<file path="config.mk">
export PLATFORM = sky130hd
export DESIGN_NAME = lfsr_next
export DESIGN_NICKNAME = d
export VERILOG_FILES = /design/src/rtl/lfsr_next.sv
export SDC_FILE = /design/constraint.sdc
export NUM_CORES = 1
export LEC_CHECK = 0
export BUFFER_PORTS_ARGS = -buffer_cell sky130_fd_sc_hd__buf_2
export CORE_MARGIN = 1.5
export CORE_UTILIZATION = 33
export DETAILED_ROUTE_END_ITERATION = 8
export PLACE_DENSITY = 0.92
export REMOVE_ABC_BUFFERS = 1
export SYNTH_ARGS = -nofsm -noshare
export SYNTH_HDL_FRONTEND = slang
export SYNTH_SLANG_ARGS = --single-unit
</file>
<file path="constraint.sdc">
create_clock -name vclk -period 4.07
set_input_delay 0.814 -clock vclk [all_inputs]
set_output_delay 0.814 -clock vclk [all_outputs]
set_load 0.01 [all_outputs]
</file>
<file path="src/rtl/lfsr_next.sv">
// One LFSR step, shared with the generator so both ends stay bit-exact.
// Purely combinational; XNOR feedback over the tap mask shifted in at the MSB.
module lfsr_next #(
  parameter int N = 32
) (
  input  logic [N-1:0] cur_i,
  input  logic [N-1:0] poly_i,
  output logic [N-1:0] next_o
);
  logic fb;

  assign fb     = ~^(cur_i & poly_i);
  assign next_o = {fb, cur_i[N-1:1]};
endmodule

</file>
# Word level (Yosys, flattened, before mapping)
# Index checks and enable logic that the tools add are counted.
# totals
in_bits	64
out_inout_bits	32
wordCells	2
regBits	0
# classes
bitwise_logic	1
reduce_logical	1
# op_table
op	count
$and A32 B32 Y32	1
$reduce_xnor A32 Y1	1

# Depth between registers and ports, before layout
# Gate-level depths: netlist (run 1).
# logic_depth
depth_word	2
depth_mapped	7
mapped_depth_nobuf	6

# Worst setup path after synthesis (run 1)
# OpenSTA, ideal clock, no wires.
# synth_path
path_kind	in2out
start	input port cur_i[19]
end	output port next_o[31]
setup_slack_ns	1.507
required_ns	3.256
arrival_time_ns	1.749
stages	7
n_path_buf	1
cell_sequence	nand2_1 xor2_1 xnor2_1 xnor2_1 xnor2_1 xnor2_1 buf_4
# synth_between
elab_chain_cells	2
# synth_rtl
element	line	rtl
from (decl)	6	input logic [N-1:0] cur_i,
$and A32 B32 Y32	12	assign fb = ~^(cur_i & poly_i);
$reduce_xnor A32 Y1	12	
to (decl)	8	output logic [N-1:0] next_o
# Every way passes these cells.

# Final worst setup path (run 1)
# layout_path
start	input port cur_i[29]
end	output port next_o[31]
# The elaborated chain is that of the path after synthesis.

==> key figures, run 1 <==
Status
  – Status: completed

GRT
  – Largest net degree at the start of global routing: 3
  – Number of global-route vias before repair: 600
  – Total global-route track usage: 13.0%
  – Global route overflow: 0
  – First-pass GRT wire length: 2.18 mm
  – Initial antenna violation count: 0

Routing
  – DR vias: 713
  – Drt initial violations: 4
  – DRT Pass-1 Iters: 2
  – Via density: 3.88
  – Final wirelength: 1.56 mm
  – Final ANT Viol Nets: 0
  – Routed WL per cell: 8.49 um
  – Number of remaining DRC errors: 0

Pwr
  – NetSw: 76.7 uW
  – Power share of the combinational group: 100.0%
  – Sw frac: 44.9%
  – PD cells: 189 nW/um2
  – Max rail drop VDD: 0.117 mV
  – Internal power: 94.1 uW
  – Static Leak: 0.521 nW
  – Clock power frac: 0%
  – Seq pwr share: 0%

STA
  – Final cycle utilization of the critical path: 68.0%
  – Worst setup margin: 1.30 ns
  – Final setup fails: 0
  – Slew margin rel.: 85.8%
  – Final Critical Period: 2.77 ns
  – RSZ-0062 raised after global routing: no
  – Setup TNS: 0 ns
  – Worst hold slack: 1.83 ns
  – Worst Tran Pin Value: 0.211 ns
  – Slew Viols, Final: 0
  – Fin. Hold Viols: 0
  – Max Freq: 361 MHz

Final layout
  – Area grow syn2layout: 43.0%
  – Sequential cells: 0
  – Footprint of the multi-input gates: 392 um2
  – Share of cells above drive strength 1: 60.4%
  – Register area: 0 um2
  – Fin cells: 184
  – Fillcell total: 198
  – N_diodes: 0
  – Fin area: 903 um2
  – Fin nets: 225
  – Clock buf count: 0

Die
  – I/O pins: 96
  – Die Span Y: 46.8 um
  – Die Width: 46.8 um
  – Die area: 2190 um2
  – Starting Density: 35.8%
  – Row cnt: 15
  – Core area: 1760 um2

Logic synthesis
  – Post-synth top cells: buf_4, nand2_1, xnor2_1
  – Syn Area/Cell: 6.65 um2
  – Netlist Area Pre-Place: 632 um2
  – Yosys warns: 0
  – Cell count after synthesis: 95
  – Cell variety after synth: 4
  – Top cell type's share of synthesized area: 38.0%
  – Area leader, netlist: buf_4
  – Top cells by area, synth: buf_4, xnor2_1, nand2_1
  – Post-synthesis sequential area ratio: 0%

Clock tree
  – Postcts setup bufs: 0
  – Post-cts resize count: 0
  – # hold bufs at CTS: 0

Critical path
  – Critical-path top delay cell: xor2_1
  – Crit path DAT: 1.96 ns
  – CP Capture Type: primary output
  – Cell-by-cell trace of the critical path: buf_2, nand2_1, xor2_1, xnor2_1, xnor2_1, xnor2_1, xnor2_1, buf_2
  – Slowest stage delay, CP: 0.20 ns
  – Critical path launch point type: input port
  – Worst Path Required: 3.26 ns
  – Crit path kind: in2out
  – Most numerous cell on the critical path: xnor2_1
  – Crit-path max FO: 2

Place
  – Placed cell count: 184
  – Post-Place Setup Slack: 1.30 ns
  – Buffers added on ports: 96
  – Final GP Congestion: 0.718
  – Cell Area, Placed: 903 um2

Worst hold path
  – Hold Path Class: in2out
  – Worst Hold Launch: cur_i[19]
  – Worst hold path depth: 2
  – WHS Endpoint: next_o[18]

Flow run
  – Max Cap Viol: 0
[worst max-delay path by stage]
stage / from / endpoint / depth (start not counted)
6_report: cur_i[29] / next_o[31] / 8
3_5_place_dp: cur_i[29] / next_o[31] / 8
2_1_floorplan: cur_i[15] / next_o[31] / 6
3_3_place_gp: cur_i[26] / next_o[31] / 8
4_1_cts: cur_i[29] / next_o[31] / 8
5_1_grt: cur_i[29] / next_o[31] / 8
[power groups by stage]
stage	registers, mW	clock network, mW	logic, mW
2_1_floorplan	0	0	0.0943
5_1_grt	0	0	0.190
6_report	0	0	0.171
3_3_place_gp	0	0	0.172
4_1_cts	0	0	0.174
3_5_place_dp	0	0	0.173
[final cells by class]
cell class / count / share of cell area, %
tap: 25 / 3.46
multi-input combinational: 63 / 43.4
timing repair buffer: 96 / 53.2
[through the flow]
step	power, mW	util (%)
2_1_floorplan	0.0943	-
3_3_place_gp	0.172	51.2
3_5_place_dp	0.173	51.2
4_1_cts	0.174	51.2
5_1_grt	0.190	51.2
6_report	0.171	51.2
[critical path: cells and delay by family]
family / cells / cell delay (ns)
xor+xnor: 5 / 0.83
buf+inv: 2 / 0.24
simple gates: 1 / 0.08
[routing by layer]
metal	wire [um]	GRT usage, %
met5	0	0
met4	0	0
met3	141	0
met2	841	25.3
met1	580	17.2
[cells in the final DEF (no fill, tap or decap)]
master,n
buf_2,96
nand2_1,32
xnor2_1,23
xor2_1,8
[cells by family (layout without fill, tap and decap cells)]
group | Yosys count | count (layout) | synth area share [%]
AND/OR/NAND/NOR | 32 | 32 | 19.0
XOR/XNOR | 31 | 31 | 43.0
buffers and inverters | 32 | 96 | 38.0
Power figures use the tool's default switching activity.
==> inputs of run 2 (changes only) <==
--- a/config.mk
+++ b/config.mk
@@ -5,11 +5,12 @@
 export SDC_FILE = /design/constraint.sdc
 export NUM_CORES = 1
 export LEC_CHECK = 0
+export ABC_AREA = 1
 export BUFFER_PORTS_ARGS = -buffer_cell sky130_fd_sc_hd__buf_2
 export CORE_MARGIN = 1.5
-export CORE_UTILIZATION = 33
+export CORE_UTILIZATION = 37
 export DETAILED_ROUTE_END_ITERATION = 8
-export PLACE_DENSITY = 0.92
+export PLACE_DENSITY = 0.83
 export REMOVE_ABC_BUFFERS = 1
 export SYNTH_ARGS = -nofsm -noshare
 export SYNTH_HDL_FRONTEND = slang
==> constraint.sdc (replaced) <==
create_clock -name vclk -period 2.4
set_input_delay 0.48 -clock vclk [all_inputs]
set_output_delay 0.48 -clock vclk [all_outputs]
set_load 0.01 [all_outputs]
==> key figures, run 2 <==
STA
  – RSZ-0062 raised after global routing: no (unchanged)
  – Max Freq: 506 MHz
  – Final setup fails: 0 (unchanged)
  – Slew margin rel.: 88.2% (was 85.8%)
  – Setup TNS: 0 ns (unchanged)
  – Final Critical Period: 1.98 ns
  – Worst hold slack: 1.16 ns (was 1.83 ns)
  – Worst Tran Pin Value: 0.176 ns (was 0.211 ns)
  – Final cycle utilization of the critical path: 82.3%
  – Slew Viols, Final: 0 (unchanged)
  – Worst setup margin: 0.424 ns (was 1.30 ns)
  – Fin. Hold Viols: 0 (unchanged)

Logic synthesis
  – Cell variety after synth: 11 (was 4)
  – Yosys warns: 0 (unchanged)
  – Top cells by area, synth: nand2_1, buf_4, inv_1 (was buf_4, xnor2_1, nand2_1)
  – Netlist Area Pre-Place: 1140 um2 (was 632 um2)
  – Area leader, netlist: nand2_1 (was buf_4)
  – Syn Area/Cell: 4.51 um2 (was 6.65 um2)
  – Count leader, synth: nand2_1
  – Post-synth top cells: nand2_1, buf_4, inv_1 (was buf_4, nand2_1, xnor2_1)
  – Cell count after synthesis: 252 (was 95)
  – Top cell type's share of synthesized area: 58.5% (was 38.0%)
  – Post-synthesis sequential area ratio: 0% (unchanged)

Critical path
  – Critical-path top delay cell: xor2_1 (unchanged)
  – CP Capture Type: primary output (unchanged)
  – Slowest stage delay, CP: 0.20 ns (about the same)
  – Most numerous cell on the critical path: nand2_1 (was xnor2_1)
  – Crit path DAT: 1.50 ns (was 1.96 ns)
  – Crit-path leading delay family: simple AND/OR/NAND/NOR gates (was XOR/XNOR gates)
  – Critical path launch point type: input port (unchanged)
  – WP buf/inv: 2 (unchanged)
  – Cell-by-cell trace of the critical path: buf_2, nand2_1, xor2_1, nand2_1, nand2_1, nand2_1, nand2_1, nand2_1, nand2_1, nand2_1, nand2_1, buf_2 (was buf_2, nand2_1, xor2_1, xnor2_1, xnor2_1, xnor2_1, xnor2_1, buf_2)
  – Crit path kind: in2out (unchanged)
  – Crit-path max FO: 2 (unchanged)
  – Worst Path Required: 1.92 ns (was 3.26 ns)

Final layout
  – Fillcell total: 306 (was 198)
  – Register area: 0 um2 (unchanged)
  – Fin cells: 347 (was 184)
  – Fin area: 1420 um2 (was 903 um2)
  – Fin nets: 382 (was 225)
  – Clock buf count: 0 (unchanged)
  – Commonest non-fill, non-tap cells in the layout: nand2_1, buf_2, inv_1 (was buf_2, nand2_1, xnor2_1)
  – N_diodes: 0 (unchanged)
  – Area grow syn2layout: 24.6% (was 43.0%)
  – Sequential cells: 0 (unchanged)
  – Share of cells above drive strength 1: 35.4% (was 60.4%)
  – Footprint of the multi-input gates: 806 um2 (was 392 um2)
  – Layout Utilization: 50.0% (was 51.2%)
  – Commonest non-fill, non-tap cell in the layout: nand2_1 (was buf_2)

GRT
  – Initial antenna violation count: 0 (unchanged)
  – Total global-route track usage: 12.5% (was 13.0%)
  – Global route overflow: 0 (unchanged)
  – Largest net degree at the start of global routing: 4 (was 3)
  – First-pass GRT wire length: 3.71 mm (was 2.18 mm)
  – Number of global-route vias before repair: 1112 (was 600)

Routing
  – Final wirelength: 2.37 mm (was 1.56 mm)
  – Final ANT Viol Nets: 0 (unchanged)
  – Via density: 4.22 (was 3.88)
  – Routed WL per cell: 6.83 um (was 8.49 um)
  – DRT Pass-1 Iters: 4 (was 2)
  – Drt initial violations: 20 (was 4)
  – Number of remaining DRC errors: 0 (unchanged)
  – DR vias: 1465 (was 713)

Die
  – Starting Density: 40.2% (was 35.8%)
  – I/O pins: 96 (unchanged)
  – Die Span Y: 58.4 um (was 46.8 um)
  – Die area: 3410 um2 (was 2190 um2)
  – Die Width: 58.4 um (was 46.8 um)
  – Core area: 2830 um2 (was 1760 um2)
  – Row cnt: 19 (was 15)

Worst hold path
  – WHS Endpoint: next_o[17] (was next_o[18])
  – Worst hold path depth: 2 (unchanged)
  – Worst Hold Launch: cur_i[18] (was cur_i[19])
  – Hold Path Class: in2out (unchanged)

Clock tree
  – Post-cts resize count: 0 (unchanged)
  – Postcts setup bufs: 0 (unchanged)
  – # hold bufs at CTS: 0 (unchanged)

Place
  – Buffers added on ports: 96 (unchanged)
  – Post-Place Setup Slack: 0.418 ns (was 1.30 ns)
  – Final GP Congestion: 0.700 (was 0.718)
  – Placed cell count: 347 (was 184)
  – Cell Area, Placed: 1420 um2 (was 903 um2)
  – DPL Wire Length: 2.24 mm

Pwr
  – PD cells: 203 nW/um2 (was 189 nW/um2)
  – Tot Pwr: 287 uW (was 171 uW)
  – Static Leak: 1.09 nW (was 0.521 nW)
  – Max rail drop VDD: 0.0884 mV (was 0.117 mV)

Flow run
  – Max Cap Viol: 0 (unchanged)

Status
  – Status: completed (unchanged)
## run 2: worst max path at each step
stage                   start         end  slack (ns)  depth (start not counted)
floorplan           cur_i[14]  next_o[31]        0.70                         10
global placement    cur_i[10]  next_o[31]        0.44                         12
detailed placement   cur_i[5]  next_o[31]        0.42                         15
CTS                 cur_i[18]  next_o[31]        0.41                         12
global route        cur_i[12]  next_o[31]        0.21                         14
finish              cur_i[10]  next_o[31]        0.42                         12
## run 2: power breakdown
part / internal (mW) / switching, mW
clock network: 0 / 0
registers: 0 / 0
logic: 0.124 / 0.163
## run 2: kinds of logic (layout without fill, tap and decap cells)
| kind of cell | after synthesis | count (layout) | synth area share (%) |
|---|---|---|---|
| AND/OR/NAND/NOR | 188 | 188 | 64.1 |
| buffers and inverters | 56 | 120 | 29.1 |
| XOR/XNOR | 8 | 8 | 6.83 |
## run 2: final cells by class
| type | instances | area share, % |
|---|---|---|
| well taps | 31 | 2.74 |
| multi-input cells | 196 | 56.9 |
| repair buffers | 96 | 34.0 |
| inverters | 24 | 6.37 |
## run 2: layer usage
metal / up-vias / part of all wire [%] / track usage [%]
met1: 584 / 42 / 14.6
li1: 837 / - / -
met3: 0 / 6.3 / 0
met5: - / 0 / 0
met4: 0 / 0 / 0
met2: 44 / 52 / 26.5
